File: src/rtl/tube_data_formatter.sv
// rtl/tube_data_formatter.sv - 32-bit binary to 8-digit BCD/hex formatter for the tube display.
// Optional feature macro: PENDING_WR_EN (one-deep pending write slot while a conversion runs).
module tube_data_formatter (
    input  logic        clk,
    input  logic        rst,
    input  logic        wr_en,
    input  logic [31:0] wr_data,
    input  logic        mode,
    output logic [31:0] show_data,
    output logic        busy,
    output logic        done,
    output logic        ovf
);

    typedef enum logic [1:0] {IDLE, CONV, LOAD} state_t;

    state_t      state_q, state_d;
    logic [31:0] bin_q, bin_d;
    logic [39:0] bcd_q, bcd_d;
    logic [4:0]  cnt_q, cnt_d;
    logic [31:0] show_q, show_d;
    logic        ovf_q, ovf_d;
    logic        done_q, done_d;

    logic [39:0] bcd_adj;
    logic        bcd_adj_unused;

    logic        start_v;
    logic [31:0] start_data;
    logic        start_mode;

`ifdef PENDING_WR_EN
    logic        pend_v_q, pend_v_d;
    logic [31:0] pend_data_q, pend_data_d;
    logic        pend_mode_q, pend_mode_d;

    // A held write takes priority over a new strobe in IDLE; the new strobe then refills the slot.
    assign start_v    = pend_v_q | wr_en;
    assign start_data = pend_v_q ? pend_data_q : wr_data;
    assign start_mode = pend_v_q ? pend_mode_q : mode;

    always_comb begin
        pend_v_d    = pend_v_q;
        pend_data_d = pend_data_q;
        pend_mode_d = pend_mode_q;
        if (state_q == IDLE) begin
            if (pend_v_q) begin
                pend_v_d    = wr_en;
                pend_data_d = wr_en ? wr_data : pend_data_q;
                pend_mode_d = wr_en ? mode : pend_mode_q;
            end
        end else if (wr_en) begin
            pend_v_d    = 1'b1;
            pend_data_d = wr_data;
            pend_mode_d = mode;
        end
    end

    always_ff @(posedge clk or posedge rst) begin
        if (rst) begin
            pend_v_q    <= 1'b0;
            pend_data_q <= 32'd0;
            pend_mode_q <= 1'b0;
        end else begin
            pend_v_q    <= pend_v_d;
            pend_data_q <= pend_data_d;
            pend_mode_q <= pend_mode_d;
        end
    end
`else
    assign start_v    = wr_en;
    assign start_data = wr_data;
    assign start_mode = mode;
`endif

    // Double-dabble correction: every nibble >= 5 gets +3 before the shift.
    always_comb begin
        bcd_adj = bcd_q;
        for (int i = 0; i < 10; i++) begin
            if (bcd_q[i*4 +: 4] >= 4'd5) begin
                bcd_adj[i*4 +: 4] = bcd_q[i*4 +: 4] + 4'd3;
            end
        end
    end

    assign bcd_adj_unused = bcd_adj[39];

    always_comb begin
        state_d = state_q;
        bin_d   = bin_q;
        bcd_d   = bcd_q;
        cnt_d   = cnt_q;
        show_d  = show_q;
        ovf_d   = ovf_q;
        done_d  = 1'b0;
        case (state_q)
            IDLE: begin
                if (start_v) begin
                    if (start_mode) begin
                        show_d = start_data;
                        ovf_d  = 1'b0;
                        done_d = 1'b1;
                    end else begin
                        bin_d   = start_data;
                        bcd_d   = 40'd0;
                        cnt_d   = 5'd0;
                        state_d = CONV;
                    end
                end
            end
            CONV: begin
                bcd_d = {bcd_adj[38:0], bin_q[31]};
                bin_d = {bin_q[30:0], 1'b0};
                cnt_d = cnt_q + 5'd1;
                if (cnt_q == 5'd31) begin
                    state_d = LOAD;
                end
            end
            LOAD: begin
                show_d  = bcd_q[31:0];
                ovf_d   = |bcd_q[39:32];
                done_d  = 1'b1;
                state_d = IDLE;
            end
            default: state_d = IDLE;
        endcase
    end

    always_ff @(posedge clk or posedge rst) begin
        if (rst) begin
            state_q <= IDLE;
            bin_q   <= 32'd0;
            bcd_q   <= 40'd0;
            cnt_q   <= 5'd0;
            show_q  <= 32'd0;
            ovf_q   <= 1'b0;
            done_q  <= 1'b0;
        end else begin
            state_q <= state_d;
            bin_q   <= bin_d;
            bcd_q   <= bcd_d;
            cnt_q   <= cnt_d;
            show_q  <= show_d;
            ovf_q   <= ovf_d;
            done_q  <= done_d;
        end
    end

    assign show_data = show_q;
    assign ovf       = ovf_q;
    assign done      = done_q;
    assign busy      = (state_q != IDLE);

endmodule

File: config.mk
export PLATFORM = sky130hd
export DESIGN_NAME = tube_data_formatter
export DESIGN_NICKNAME = d
export VERILOG_FILES = /design/src/rtl/tube_data_formatter.sv
export SDC_FILE = /design/constraint.sdc
export NUM_CORES = 1
export LEC_CHECK = 0
export ABC_CLOCK_PERIOD_IN_PS = 4700
export CAP_MARGIN = 20
export CORE_ASPECT_RATIO = 0.5
export CORE_UTILIZATION = 56
export DETAILED_ROUTE_END_ITERATION = 10
export PLACE_DENSITY = 0.8
export SYNTH_ARGS = -nofsm -noshare
export SYNTH_HDL_FRONTEND = slang
export SYNTH_SLANG_ARGS = --single-unit
export TNS_END_PERCENT = 30
File: constraint.sdc
create_clock -name clk -period 4.7 [get_ports clk]
set_input_delay 0.705 -clock clk [delete_from_list [all_inputs] [get_ports clk]]
set_output_delay 0.705 -clock clk [all_outputs]
set_load 0.005 [all_outputs]
Yosys cells after proc, flatten, opt, wreduce, memory -nomap -nowiden:

Cells that the tools add are included.

* eq/ne operators: 7
* mux-type cells: 32
* add/subtract/negate cells: 11
* $lt $le $gt $ge: 10
* reductions and logical operators: 8

Operators by type and width (count)
* 2-to-1 mux 32 bit: 4
* case mux 32 bit (2 select lines): 2
* 2-to-1 mux 40 bit: 2
* case mux 40 bit (2 select lines): 1
* greater-or-equal comparator 4 x 3 -> 1 bit, second input constant: 10
* adder 4 x 2 -> 4 bit, second input constant: 9
* 2-to-1 mux 4 bit: 9
* 2-to-1 mux 5 bit: 2
* case mux 5 bit (2 select lines): 1
* AND reduction 3 bit: 3
* != test 2 bit, second input constant: 4
* OR reduction 8 bit: 1
* 2-to-1 mux 2 bit: 3
* nonzero test 2 bit: 3
* adder 5 x 1 -> 5 bit, second input constant: 1
* equality test 5 bit, second input constant: 1
* 2-to-1 mux 1 bit: 4
* case mux 1 bit (2 select lines): 2
* case mux 2 bit (2 select lines): 1
* adder 3 x 2 -> 3 bit, second input constant: 1
* 2-to-1 mux 3 bit: 1
* equality test 2 x 1 -> 1 bit, second input constant: 1
* equality test 2 bit, second input constant: 1
* zero test 2 bit: 1

* bits in registers: 113
* output and inout bits: 35
* logic and storage cells: 75

Logic depth before layout (Yosys ltp):

Gate-level depths: netlist (run 1).

* word-level depth: 3
* mapped depth: 7
* gate-level depth less buffers: 6

Worst setup path before layout (run 1):

No wires, ideal clock.

* kind: input -> register
* start: input port mode
* end: register bcd_q[10]
* stages: 5
* setup slack: 3034 ps
* data required time: 4579 ps
* arrival time: 1545 ps
* setup time: 121 ps
* cell sequence: nand2b_4 -> a21o_1 -> buf_2 -> buf_2 -> a22o_1

* longest elaborated chain between the ends: 2

Ends and longest elaborated chain
* from (decl): RTL line 8 `input logic mode,`
* != test 2 bit (no source line)
* AND reduction 3 bit (no source line)
* to (signal assigned): RTL line 133 `bcd_q <= 40'd0;`
* to (signal assigned): RTL line 141 `bcd_q <= bcd_d;`
* to (decl): RTL line 19 `logic [39:0] bcd_q, bcd_d;`

Every way passes these cells.
A chain may end at the register's enable or synchronous reset.

Final worst setup path (run 1):

* start: register state_q[1]
* end: output port busy

* longest elaborated chain between the ends: 1

Ends and longest elaborated chain
* from (decl): RTL line 17 `state_t state_q, state_d;`
* from (signal assigned): RTL line 139 `state_q <= state_d;`
* nonzero test 2 bit: RTL line 152 `assign busy = (state_q != IDLE);`
* to (decl): RTL line 10 `output logic busy,`

Every way passes these cells.

==> out/metrics.cfg, run 1 <==
[power_and_ir_drop]
p_leak_nw = 3.353
p_total_mw = 4.923
power.density_mw_per_mm2 = 707.3
ir_drop_v = 0.0004143

[cts]
clkLatencyLatePin_ns = 0.41
cts_tree = done
clkSinkCount = 113
clk_path_buf_depth = 2
ctsResizeCount = 0
hold_buffers = 0
htreeDepth = 4
path_clk_slew_ns = 0.05
clockRootBuffer = clkbuf_16
numCtsBuffers = 17
post_cts_buffers = 0

[placed_design]
placed_area_sq_mm = 0.006314
routabilityCongestion = 0.7725
dp_hpwl_microns = 7664
numPortBuffers = 70
pre_cts_ws_ns = 1.914

[timing]
finalHoldViolations = 0
clock.fmax_ghz = 0.4062
finalSetupViolations = 0
finalSetupTns_ns = 0
setup_ws_ns = 2.238
period_minus_slack_ns = 2.462
rsz0062_at_grt = false
worst_pin_slew_ns = 0.9135
slew_violations = 0
finClkSkew_ns = 0.007410
finalCritPeriodShare = 0.5238
max-slew-margin-rel = 0.3910

[global_routing]
grt_usage = 0.2615
grt_pass1_vias = 4167
grt_pass1_wl_microns = 20780
grt-ovfl-total = 0
antenna_found_initial = 0
grt_max_degree = 74

[floorplan]
fp.coreArea_sq_mm = 0.009603
die_y_microns = 72.83
dieArea_sq_mm = 0.01046
start_util = 0.5851
die_w_microns = 143.7
io_pins = 71
row_count = 25

[run_status]
outcome = finished clean

[synth]
synth_fp_nets = 617
yosys.area.top_type_share = 0.5032
synthTopCellsByCount = dfrtp_1, nand2_1, mux2i_1
post_synth.cell_area_avg_sq_um = 10.07
synth_cell_types = 39
ys_ff_latch = 113
yosysWarnings = 0
ys_seq_area_frac = 0.5032
synthFlopType = dfrtp_1
syn_inst = 558
async_flop_share = 1.000
synthesis.area_sq_mm = 0.005619
synth_top_cell_by_area = dfrtp_1
synthTopCellsByArea = dfrtp_1, mux2i_1, nand2_1
synth.most_common_cell = dfrtp_1
synth-edff-count = 0

[flow_run]
maxCapViolCount = 0

[worst_hold_path]
min_from = show_data[1]
min_path_cells = 2
hold_class = reg -> reg

[route]
first_iter_violations = 283
routed_wl_microns = 12800
vias = 4372
drtAntennaViolNets = 0
firstDrtPassIters = 5
routedWlPerCell_microns = 16.69
via_per_inst = 5.700
drc = 0

[critical_path]
startpoint_type = register
crit_path_start = state_q[1]
worstPathArrival_ns = 1.76
worst-setup-path-type = reg -> out
reg2reg_from = state_q[0]
end_kind = output pin
required_ns = 3.99
reg2reg_depth = 5
critPathMaxFanout = 8

[final_layout]
nNetsFinal = 678
layout-drive-gt1-share = 0.07595
fin_area_sq_mm = 0.006960
synthToLayoutAreaGrowth_pct = 23.87
antenna_cells = 0

## stage by stage
step             util  hold WS, ns  instances
6_report       0.7248       0.4748        767
5_1_grt        0.7248       0.5020        767
4_1_cts        0.7191       0.4802        765
3_5_place_dp   0.6575       0.4693        733
3_3_place_gp   0.6575       0.4608        733
2_1_floorplan       -       0.4505        558
## critical path: stages, from the launching register on
cell	delay [ns]
dfrtp_1	0.50
or2_2	0.36
clkdlybuf4s50_1	0.49
## final cells by class
class / instances / area (sq um)
Tap cell: 135 / 168.9
Sequential cell: 113 / 2828
Fill cell: 713 / 2643
Inverter: 25 / 96.34
Multi-Input combinational cell: 385 / 2470
Clock buffer: 22 / 484.2
Timing Repair Buffer: 77 / 805.8
Clock inverter: 10 / 107.6
## layer usage
metal  GRT usage  wire (microns)
met5           0               0
met4      0.1099             230
met1      0.3636            5973
met3     0.05643             621
met2      0.4018            5972
## cells in the final DEF (no fill, tap or decap), types with 2 or more instances in the layout
cell type	count
dfrtp_1	113
nand2_1	93
clkdlybuf4s50_1	70
mux2i_1	42
o21ai_0	41
nor2_1	32
a31oi_1	29
inv_1	23
ha_1	23
a21oi_1	20
o22ai_1	17
clkbuf_16	17
a22o_1	13
xnor2_1	11
nand2b_1	10
o31ai_1	8
a32o_1	8
nor3b_1	8
o21ai_1	7
clkinv_2	5
clkbuf_8	4
buf_4	4
nand3_1	3
clkinvlp_4	3
or2_2	2
a222oi_1	2
xor2_1	2
o32ai_1	2
bufinv_16	2
buf_16	2
## power by group
group          internal [mW]  total (mW)  switching (mW)
clock                  0.830        1.27           0.442
sequential              1.43        1.78           0.348
combinational          0.920        1.87           0.950
total                   3.18        4.92            1.74
## state kept, by name (all words and copies together), names as in the netlist
signal and count:
bin_q 32, state_q 2, cnt_q 5, bcd_q 40, done 1, ovf 1, show_data 32
## cells by family (layout without fill, tap and decap cells)
logic type	Yosys count	in the layout	synth area share
buffers and inverters	60	134	0.05901
and+or+nand+nor	156	156	0.1207
AOI/OAI and AO/OA	151	151	0.1708
DFF	113	113	0.5032
muxes	42	42	0.07482
xor gates and xnor gates	13	13	0.02026
adders and majority gates	23	23	0.05121
## path summary, 6_finish.rpt
path	slack, ns	end
max in group asynchronous	2.96	bcd_q[9]
worst max-delay path	2.24	busy
min in group asynchronous	0.86	show_data[11]
worst max register to register	2.67	bcd_q[31]
worst min-delay path	0.47	show_data[1]
worst min register to register	0.47	show_data[1]
(Power assumes the default switching activity.)
==> run 2: changes to the inputs <==
ABC_CLOCK_PERIOD_IN_PS = 2300   (was 4700)
clock period = 2.3 ns   (was 4.7 ns; I/O delays follow)
==> out/metrics.cfg, run 2 (synthesis results as in run 1) <==
[floorplan]
die_w_microns = 143.7
fp.coreArea_sq_mm = 0.009603
io_pins = 71
start_util = 0.5851
dieArea_sq_mm = 0.01046
row_count = 25
die_y_microns = 72.83

[placed_design]
pre_cts_ws_ns = 0.3033
dp.cells = 743
numPortBuffers = 70
routabilityCongestion = 0.7807
placed_area_sq_mm = 0.006427
dp_hpwl_microns = 7720

[critical_path]
end_kind = output pin
startpoint_type = register
path_buf_inv = 1
required_ns = 1.96
max_stage_delay_ns = 0.51
worstPathArrival_ns = 1.75
worst-setup-path-type = reg -> out
critPathMaxFanout = 8
crit_chain = or2_2 -> clkdlybuf4s50_1
crit_family = flip-flops
cp_slowest_cell = dfrtp_1

[timing]
setup_ws_ns = 0.2073
rsz0062_at_grt = false
slew_violations = 0
clock.fmax_ghz = 0.4778
period_minus_slack_ns = 2.093
finClkSkew_ns = 0.006159
fin_hold_ws_ns = 0.4376
finalCritPeriodShare = 0.9099
finalHoldViolations = 0
max-slew-margin-rel = 0.5898
worst_pin_slew_ns = 0.6153
finalSetupTns_ns = 0
finalSetupViolations = 0

[global_routing]
grt_usage = 0.2522
grt_max_degree = 114
grt_pass1_wl_microns = 20310
grt-ovfl-total = 0
grt_pass1_vias = 4330
antenna_found_initial = 0

[cts]
post_cts_buffers = 0
path_clk_slew_ns = 0.05
clockRootBuffer = clkbuf_16
clkLatencyLatePin_ns = 0.41
hold_buffers = 0
ctsResizeCount = 0
clkSinkCount = 113
numCtsBuffers = 17
htreeDepth = 4
clk_path_buf_depth = 2
cts_tree = done

[power_and_ir_drop]
intPower_mw = 6.304
p_sw_frac = 0.3544
p_total_mw = 9.765
seqPwrFrac = 0.371
p_clk_frac = 0.238
power.density_mw_per_mm2 = 1406
pwr-share-comb = 0.391
p_leak_nw = 3.354
p_sw_mw = 3.461
ir_drop_v = 0.0006610

[final_layout]
final_cell_count_no_fill = 774
largest_register_ffs = 40
layout-drive-gt1-share = 0.08138
n_fill_cell = 715
fin_area_sq_mm = 0.006944
regMostFlops = bcd_q
nNetsFinal = 686
final_cell_mix = dfrtp_1, nand2_1, clkdlybuf4s50_1, mux2i_1, o21ai_0
final_common_cell = dfrtp_1
final_util = 0.7231
synthToLayoutAreaGrowth_pct = 23.58
antenna_cells = 0

[route]
vias = 4365
routed_wl_microns = 12180
drtAntennaViolNets = 0
via_per_inst = 5.640
routedWlPerCell_microns = 15.73
firstDrtPassIters = 5
drc = 0
first_iter_violations = 259

[worst_hold_path]
hold_class = in -> async

[run_status]
outcome = finished clean

[flow_run]
maxCapViolCount = 0

-- run 2: power by group through the flow --
stage	Combinational [mW]	Clock (mW)	Sequential, mW
after floorplan	2.65	0	3.47
after global placement	3.60	0	3.60
after detailed placement	3.76	0	3.63
after CTS	3.84	2.33	3.62
after global routing	4.30	2.41	3.74
final	3.82	2.32	3.62
-- run 2: worst register-to-register path, cell delays in order (launching register included) --
cell,delay (ns)
dfrtp_1,0.45
inv_2,0.13
nor2_4,0.43
buf_4,0.32
nand2_1,0.10
a31oi_1,0.17
-- run 2: final timing paths --
path / startpoint / endpoint / slack [ns] / cells past startpoint
min: rst / show_data[9] / 0.44 / 3
min in group clk: show_data[14] / show_data[14] / 0.47 / 2
max in group asynchronous: rst / bcd_q[1] / 1.38 / 3
min reg2reg: show_data[14] / show_data[14] / 0.47 / 2
max reg2reg: state_q[0] / bin_q[31] / 0.62 / 5
max: state_q[1] / busy / 0.21 / 2
-- run 2: cell type report --
class	instances	area, sq um	area share
flip-flops and latches	113	2828	0.4072
multi-input cells	385	2470	0.3557
clock inverters	7	35.03	0.005045
clock buffers	24	481.7	0.06937
repair buffers	85	863.3	0.1243
well taps	135	168.9	0.02432
inverters	25	97.59	0.01405
-- run 2: metal layers --
metal,global-route usage,share of wire,routed length (microns)
met1,0.3310,0.48,5845
met2,0.4213,0.47,5734
met3,0.05249,0.036,435
met4,0.08865,0.013,159
met5,0,0,0
==> run 3: changes to the inputs <==
CTS_CLUSTER_SIZE = 14   (was unset)
HOLD_SLACK_MARGIN = 0.15   (was unset)
==> results of run 3 <==
Final layout, timing and power as in run 2 (identical DEF).
